$ cat src/rtl/bluetooth_send_result_pkg.sv
// Shared constants and types for the digit-report UART transmitter.
// Holds the bit timing, ASCII codes and FSM encodings.
package bluetooth_send_result_pkg;

  localparam int UART_BPS = 10417;
  localparam int MSG_LEN  = 3;

  localparam logic [7:0] ASCII_ZERO  = 8'h30;
  localparam logic [7:0] ASCII_QMARK = 8'h3F;
  localparam logic [7:0] ASCII_CR    = 8'h0D;
  localparam logic [7:0] ASCII_LF    = 8'h0A;

  typedef enum logic [1:0] {
    TX_IDLE,
    TX_START,
    TX_DATA,
    TX_STOP
  } tx_state_t;

  typedef enum logic [1:0] {
    SEQ_IDLE,
    SEQ_RUN,
    SEQ_FIN
  } seq_state_t;

  function automatic logic [7:0] digit_char(input logic [3:0] d);
    logic [7:0] c;
    c = ASCII_QMARK;
    if (d <= 4'd9)
      c = ASCII_ZERO + {4'd0, d};
    return c;
  endfunction

endpackage

$ cat src/rtl/bluetooth_send_result_uart_tx_byte.sv
// 8N1 byte serializer. A start request in the last stop-bit cycle
// chains the next byte with no idle gap between frames.
module uart_tx_byte
  import bluetooth_send_result_pkg::*;
#(
  parameter int BPS = UART_BPS
) (
  input  logic       clk,
  input  logic       rst,
  input  logic       start,
  input  logic [7:0] data,
  output logic       tx,
  output logic       ready
);

  localparam int CW = (BPS > 1) ? $clog2(BPS) : 1;
  localparam logic [CW-1:0] CNT_MAX = CW'(BPS - 1);

  tx_state_t     state;
  logic [CW-1:0] cnt;
  logic [3:0]    idx;
  logic [7:0]    sh;
  logic          bit_end;

  assign bit_end = (cnt == CNT_MAX);
  // High during the final cycle of the stop bit.
  assign ready   = (state == TX_STOP) && bit_end;

  always_ff @(posedge clk) begin
    if (rst) begin
      state <= TX_IDLE;
      cnt   <= '0;
      idx   <= '0;
      sh    <= '0;
      tx    <= 1'b1;
    end else begin
      if (state == TX_IDLE || bit_end)
        cnt <= '0;
      else
        cnt <= cnt + 1'b1;
      unique case (state)
        TX_IDLE: begin
          if (start) begin
            sh    <= data;
            tx    <= 1'b0;
            idx   <= 4'd0;
            state <= TX_START;
          end
        end
        TX_START: begin
          if (bit_end) begin
            tx    <= sh[0];
            sh    <= {1'b0, sh[7:1]};
            idx   <= 4'd1;
            state <= TX_DATA;
          end
        end
        TX_DATA: begin
          if (bit_end) begin
            if (idx == 4'd8) begin
              tx    <= 1'b1;
              idx   <= 4'd9;
              state <= TX_STOP;
            end else begin
              tx  <= sh[0];
              sh  <= {1'b0, sh[7:1]};
              idx <= idx + 4'd1;
            end
          end
        end
        TX_STOP: begin
          if (bit_end) begin
            if (start) begin
              sh    <= data;
              tx    <= 1'b0;
              idx   <= 4'd0;
              state <= TX_START;
            end else begin
              idx   <= 4'd0;
              state <= TX_IDLE;
            end
          end
        end
        default: state <= TX_IDLE;
      endcase
    end
  end

endmodule

$ cat src/rtl/bluetooth_send_result.sv
// Sends the recognised digit as "<char>\r\n" over UART 8N1.
// Sequences three bytes through the serializer and flags completion.
module bluetooth_send_result
  import bluetooth_send_result_pkg::*;
#(
  parameter int BPS = UART_BPS
) (
  input  logic       clk,
  input  logic       rst,
  input  logic       send,
  input  logic [3:0] digit,
  output logic       tx,
  output logic       busy,
  output logic       done
);

  localparam logic [1:0] LAST = 2'(MSG_LEN - 1);

  seq_state_t state;
  logic [1:0] byte_idx;
  logic       accept;
  logic       more;
  logic       ready;
  logic       start;
  logic [7:0] data;

  assign accept = (state == SEQ_IDLE) && send;
  assign more   = ready && (byte_idx < LAST);
  assign start  = accept || more;

  // The serializer captures data in the cycle start is high,
  // so the mapped digit is latched on acceptance.
  always_comb begin
    data = digit_char(digit);
    if (!accept)
      data = (byte_idx == 2'd0) ? ASCII_CR : ASCII_LF;
  end

  uart_tx_byte #(
    .BPS(BPS)
  ) u_tx (
    .clk  (clk),
    .rst  (rst),
    .start(start),
    .data (data),
    .tx   (tx),
    .ready(ready)
  );

  always_ff @(posedge clk) begin
    if (rst) begin
      state    <= SEQ_IDLE;
      byte_idx <= '0;
      busy     <= 1'b0;
      done     <= 1'b0;
    end else begin
      unique case (state)
        SEQ_IDLE: begin
          done <= 1'b0;
          if (send) begin
            busy     <= 1'b1;
            byte_idx <= 2'd0;
            state    <= SEQ_RUN;
          end
        end
        SEQ_RUN: begin
          if (ready) begin
            if (byte_idx < LAST) begin
              byte_idx <= byte_idx + 2'd1;
            end else begin
              byte_idx <= 2'd0;
              busy     <= 1'b0;
              done     <= 1'b1;
              state    <= SEQ_FIN;
            end
          end
        end
        SEQ_FIN: begin
          done  <= 1'b0;
          state <= SEQ_IDLE;
        end
        default: state <= SEQ_IDLE;
      endcase
    end
  end

endmodule

$ cat config.mk
export PLATFORM = sky130hd
export DESIGN_NAME = bluetooth_send_result
export DESIGN_NICKNAME = d
export VERILOG_FILES = /design/src/rtl/bluetooth_send_result_pkg.sv /design/src/rtl/bluetooth_send_result_uart_tx_byte.sv /design/src/rtl/bluetooth_send_result.sv
export SDC_FILE = /design/constraint.sdc
export NUM_CORES = 1
export LEC_CHECK = 0
export ABC_AREA = 1
export CELL_PAD_IN_SITES_DETAIL_PLACEMENT = 1
export CELL_PAD_IN_SITES_GLOBAL_PLACEMENT = 1
export CORE_MARGIN = 4
export CORE_UTILIZATION = 46
export DETAILED_ROUTE_END_ITERATION = 10
export PLACE_DENSITY_LB_ADDON = 0.3
export SYNTH_ARGS = -nofsm -noshare
export SYNTH_HDL_FRONTEND = slang
export SYNTH_SLANG_ARGS = --single-unit
$ cat constraint.sdc
create_clock -name clk -period 2.93 [get_ports clk]
set_clock_uncertainty 0.2 [all_clocks]
set_input_delay 0.7325 -clock clk [delete_from_list [all_inputs] [get_ports clk]]
set_output_delay 0.7325 -clock clk [all_outputs]
set_load 0.01 [all_outputs]
==> results by group <==
Synth
  • Mapped Area: 0.00182 mm²
  • Part of the Yosys area used for sequential elements: 0.362
  • Count of different cell masters after synthesis: 29
  • Net Count, Synth: ~280
  • Number of synthesized flops with an enable pin: 0
  • Count of state elements after synthesis: 33
  • Largest cells by area after synthesis: sky130_fd_sc_hd__dfxtp_1 (36%), sky130_fd_sc_hd__nand2_1 (12%), sky130_fd_sc_hd__nor2_1 (8.6%)
  • Area share of and/or/nand/nor cells after synthesis: 0.371
  • Most instantiated library cell after synthesis: sky130_fd_sc_hd__nand2_1
  • Count of warnings emitted by yosys: 0
  • Combinational family with the most area after synthesis: simple AND/OR/NAND/NOR gates
  • Synth Area in Compound Gates: 0.0981
  • Proportion of register bits with asynchronous set or reset after synthesis: 0
  • Average cell area after synthesis: a little under 7 µm²
  • Most used flip-flop cell after synthesis: sky130_fd_sc_hd__dfxtp_1
  • XOR/XNOR share of the synthesized area: 0.0240
  • Syn Inst Count: 269
  • Top cell type's share of synthesized area: 0.362
  • Synthesized-area fraction occupied by adder cells: 0.0549
  • Multiplexer share of the synthesized area: 0
  • Most numerous cell types in the synthesized netlist: sky130_fd_sc_hd__nand2_1 (58), sky130_fd_sc_hd__nor2_1 (42), sky130_fd_sc_hd__inv_1 (35), sky130_fd_sc_hd__dfxtp_1 (33), sky130_fd_sc_hd__nand3_1 (20)
  • Post-synth top area cell: sky130_fd_sc_hd__dfxtp_1

Worst setup path
  • CP Class: flop to flop
  • Signal arrival time at the worst endpoint: about 2.3 ns
  • Critical path endpoint category: flop
  • Crit path launch type: flop
  • Startpoint of the worst register-to-register path: u_tx.state[0]
  • Length in cells of the worst reg-to-reg path: 8
  • Worst Path Required: 2.92 ns
  • Critical path fanouts, max: 9
  • Worst Setup SP: u_tx.state[0]
  • Capturing point of the worst reg2reg path: u_tx.sh[2]
  • Reg-to-reg slack, setup: approximately 0.64 ns
  • Capturing instance or port of the critical path: u_tx.sh[2]

Drt
  • Met2 wirelength from detailed routing: 1940 µm
  • Vias: 1716
  • DR pass1 iterations: 4
  • DRT antenna net count: 0
  • DR top layer: met4
  • Metal1 wirelength: 2160 µm
  • Routed wire per std cell: 12.8 µm
  • Wire length on met3: 112 µm
  • Routed via count divided by cell count: between 5 and 6
  • Number of DRC violations after detailed routing: 0
  • Total wirelength of the detailed-routed design: 4260 µm
  • Violation count after the first detailed-routing iteration: 52

Clocking
  • Clk pin slew, worst setup/hold paths: 0.07 ns
  • Maximum number of buffers from clock root to sink: 2
  • Total of cells resized after clock tree synthesis: 0
  • Source-to-sink clock delay at the later pin of the worst-skew pair: 0.29 ns
  • CTS tree: done
  • Post-CTS setup buffers: 0
  • Clock buffer count from CTS: 5
  • Root buf cell: sky130_fd_sc_hd__clkbuf_8
  • Number of hold-repair buffers added at the cts stage: 0
  • Sinks on Clock Net: 33
  • Total number of H-tree levels: 2

Placement
  • Port Buffers: 9
  • HPWL after detailed placement: 3160 µm
  • Setup slack after placement: between 0.5 and 0.6 ns
  • Post-Place Cell Area: 0.00198 mm²
  • RePlAce Congestion: 0.759

STA
  • Worst slew margin relative to its limit: 0.663
  • Final critical-path required period: 2.29 ns
  • Final period utilization: 0.780
  • RSZ-0062 raised after global routing: false
  • Final setup violation count: 0
  • Final Hold Fails: 0
  • Transition time of the tightest slew-check pin: 0.502 ns
  • Final worst slack: about 0.64 ns
  • Maximum operating frequency: ~440 MHz
  • Summed negative setup slack over all endpoints: 0 ns
  • Max-slew violation total from the final report: 0

Cells and area
  • Layout overhead on the synthesized area: 13.3%
  • Antenna cells: 0
  • Total number of nets in the final design: 300
  • Ratio of cells with drive above 1 in the final layout: 0.0947
  • Layout Cell Area excl Fill: about 0.0021 mm²
  • Utilization of the core after routing: 0.552

Pwr
  • Sw Share: 0.435
  • Internal power: 1.03 mW
  • P_leak: 0.925 nW
  • Net switching power of the design: 793 µW
  • Sequential share of power: 0.341
  • Share of power burned in the clock network: 0.198
  • Max rail drop VDD: 0.000383 V
  • Combinational share of power: 0.460
  • Pwr Density: 883 mW/mm²

Min path
  • Path category of the worst min-delay check: flop to flop

Job
  • Maxcap violations: 0

GRT
  • Global routing usage summed across all routing layers: 0.191
  • Pin count of the biggest net entering global routing: 17
  • Global-route wire length before repair: slightly below 8000 µm
  • Initial antenna violation count: 0
  • Congestion Overflow GR: 0
  • Via count of the first global-routing pass: 1761

Floorplan
  • Overall die area: 0.00504 mm²
  • Std cell rows: 22
  • Die outline height: 71.0 µm
  • Ports placed on the boundary: 10
  • X dimension of the die: a little over 70 µm
  • Initial core utilization: 0.487
  • Core box area: 0.00374 mm²

Status
  • Run status: complete, no violations
-- per-layer routing --
metal,up-vias,track usage
li1,880,-
met1,812,0.247
met2,17,0.309
met3,7,0.0483
met4,0,0.0647
met5,-,0
-- power groups by stage --
| stage | Sequential [mW] | Clock [mW] | Combinational (mW) |
|---|---|---|---|
| final | 0.623 | 0.362 | 0.840 |
| after global routing | 0.638 | 0.384 | 0.980 |
| after floorplan | 0.619 | 0 | 0.638 |
| after global placement | 0.631 | 0 | 0.810 |
| after detailed placement | 0.634 | 0 | 0.832 |
| after CTS | 0.624 | 0.366 | 0.846 |
-- worst min-delay path by stage --
| stage | startpoint | end | slack [ns] | depth (start not counted) |
|---|---|---|---|---|
| after global routing | u_tx.cnt[0] | u_tx.cnt[0] | 0.28 | 1 |
| after floorplan | u_tx.cnt[0] | u_tx.cnt[0] | 0.22 | 1 |
| after detailed placement | u_tx.cnt[0] | u_tx.cnt[0] | 0.25 | 1 |
| after global placement | u_tx.cnt[0] | u_tx.cnt[0] | 0.23 | 1 |
| after CTS | u_tx.cnt[0] | u_tx.cnt[0] | 0.27 | 1 |
| final | u_tx.cnt[0] | u_tx.cnt[0] | 0.26 | 1 |
-- worst max-delay path: stages (launching register included) --
cell and delay, ns:
sky130_fd_sc_hd__dfxtp_1 0.39, sky130_fd_sc_hd__inv_1 0.12, sky130_fd_sc_hd__ha_1 0.44, sky130_fd_sc_hd__clkinv_1 0.32, sky130_fd_sc_hd__or2_2 0.37, sky130_fd_sc_hd__a21oi_1 0.12, sky130_fd_sc_hd__nand3_1 0.09, sky130_fd_sc_hd__nand2_1 0.08
sky130_fd_sc_hd__nor2_2 0.04
-- state kept, by name (all words and copies together), names as in the netlist --
register and cells:
byte_idx 2, done 1, busy 1, u_tx.idx 4
state 2, u_tx.state 2, u_tx.cnt 14, u_tx.tx 1
u_tx.sh 6
-- logic make-up after synthesis --
family | Yosys count
AOI/OAI and AO/OA | 31
xor gates and xnor gates | 5
adders and majority gates | 8
buffers and inverters | 43
DFF | 33
and+or+nand+nor | 149
-- layout by cell type, fill, tap and decap left out, types with 5 or more instances in the layout --
cell type,n
sky130_fd_sc_hd__nand2_1,58
sky130_fd_sc_hd__nor2_1,42
sky130_fd_sc_hd__inv_1,35
sky130_fd_sc_hd__dfxtp_1,33
sky130_fd_sc_hd__nand3_1,20
sky130_fd_sc_hd__a21oi_1,17
sky130_fd_sc_hd__nor3_1,10
sky130_fd_sc_hd__clkdlybuf4s50_1,9
sky130_fd_sc_hd__o21ai_0,8
sky130_fd_sc_hd__ha_1,8
sky130_fd_sc_hd__clkbuf_8,6
sky130_fd_sc_hd__xor2_1,5
sky130_fd_sc_hd__nor2_2,5
-- stage by stage --
stage / total power [mW] / instances / hold WS, ns
floorplan: 1.26 / 269 / 0.217
global placement: 1.44 / 326 / 0.234
detailed placement: 1.47 / 326 / 0.248
CTS: 1.84 / 333 / 0.267
global route: 2.00 / 333 / 0.277
finish: 1.83 / 333 / 0.264
-- layout make-up --
class	instances	area [µm²]
Tap cell	48	60.1
Inverter	41	155
Clock buffer	7	86.3
Sequential cell	33	661
Multi-Input combinational cell	193	1000
Fill cell	524	1680
Timing Repair Buffer	11	105
No activity file was read; power rests on OpenSTA's default activity.
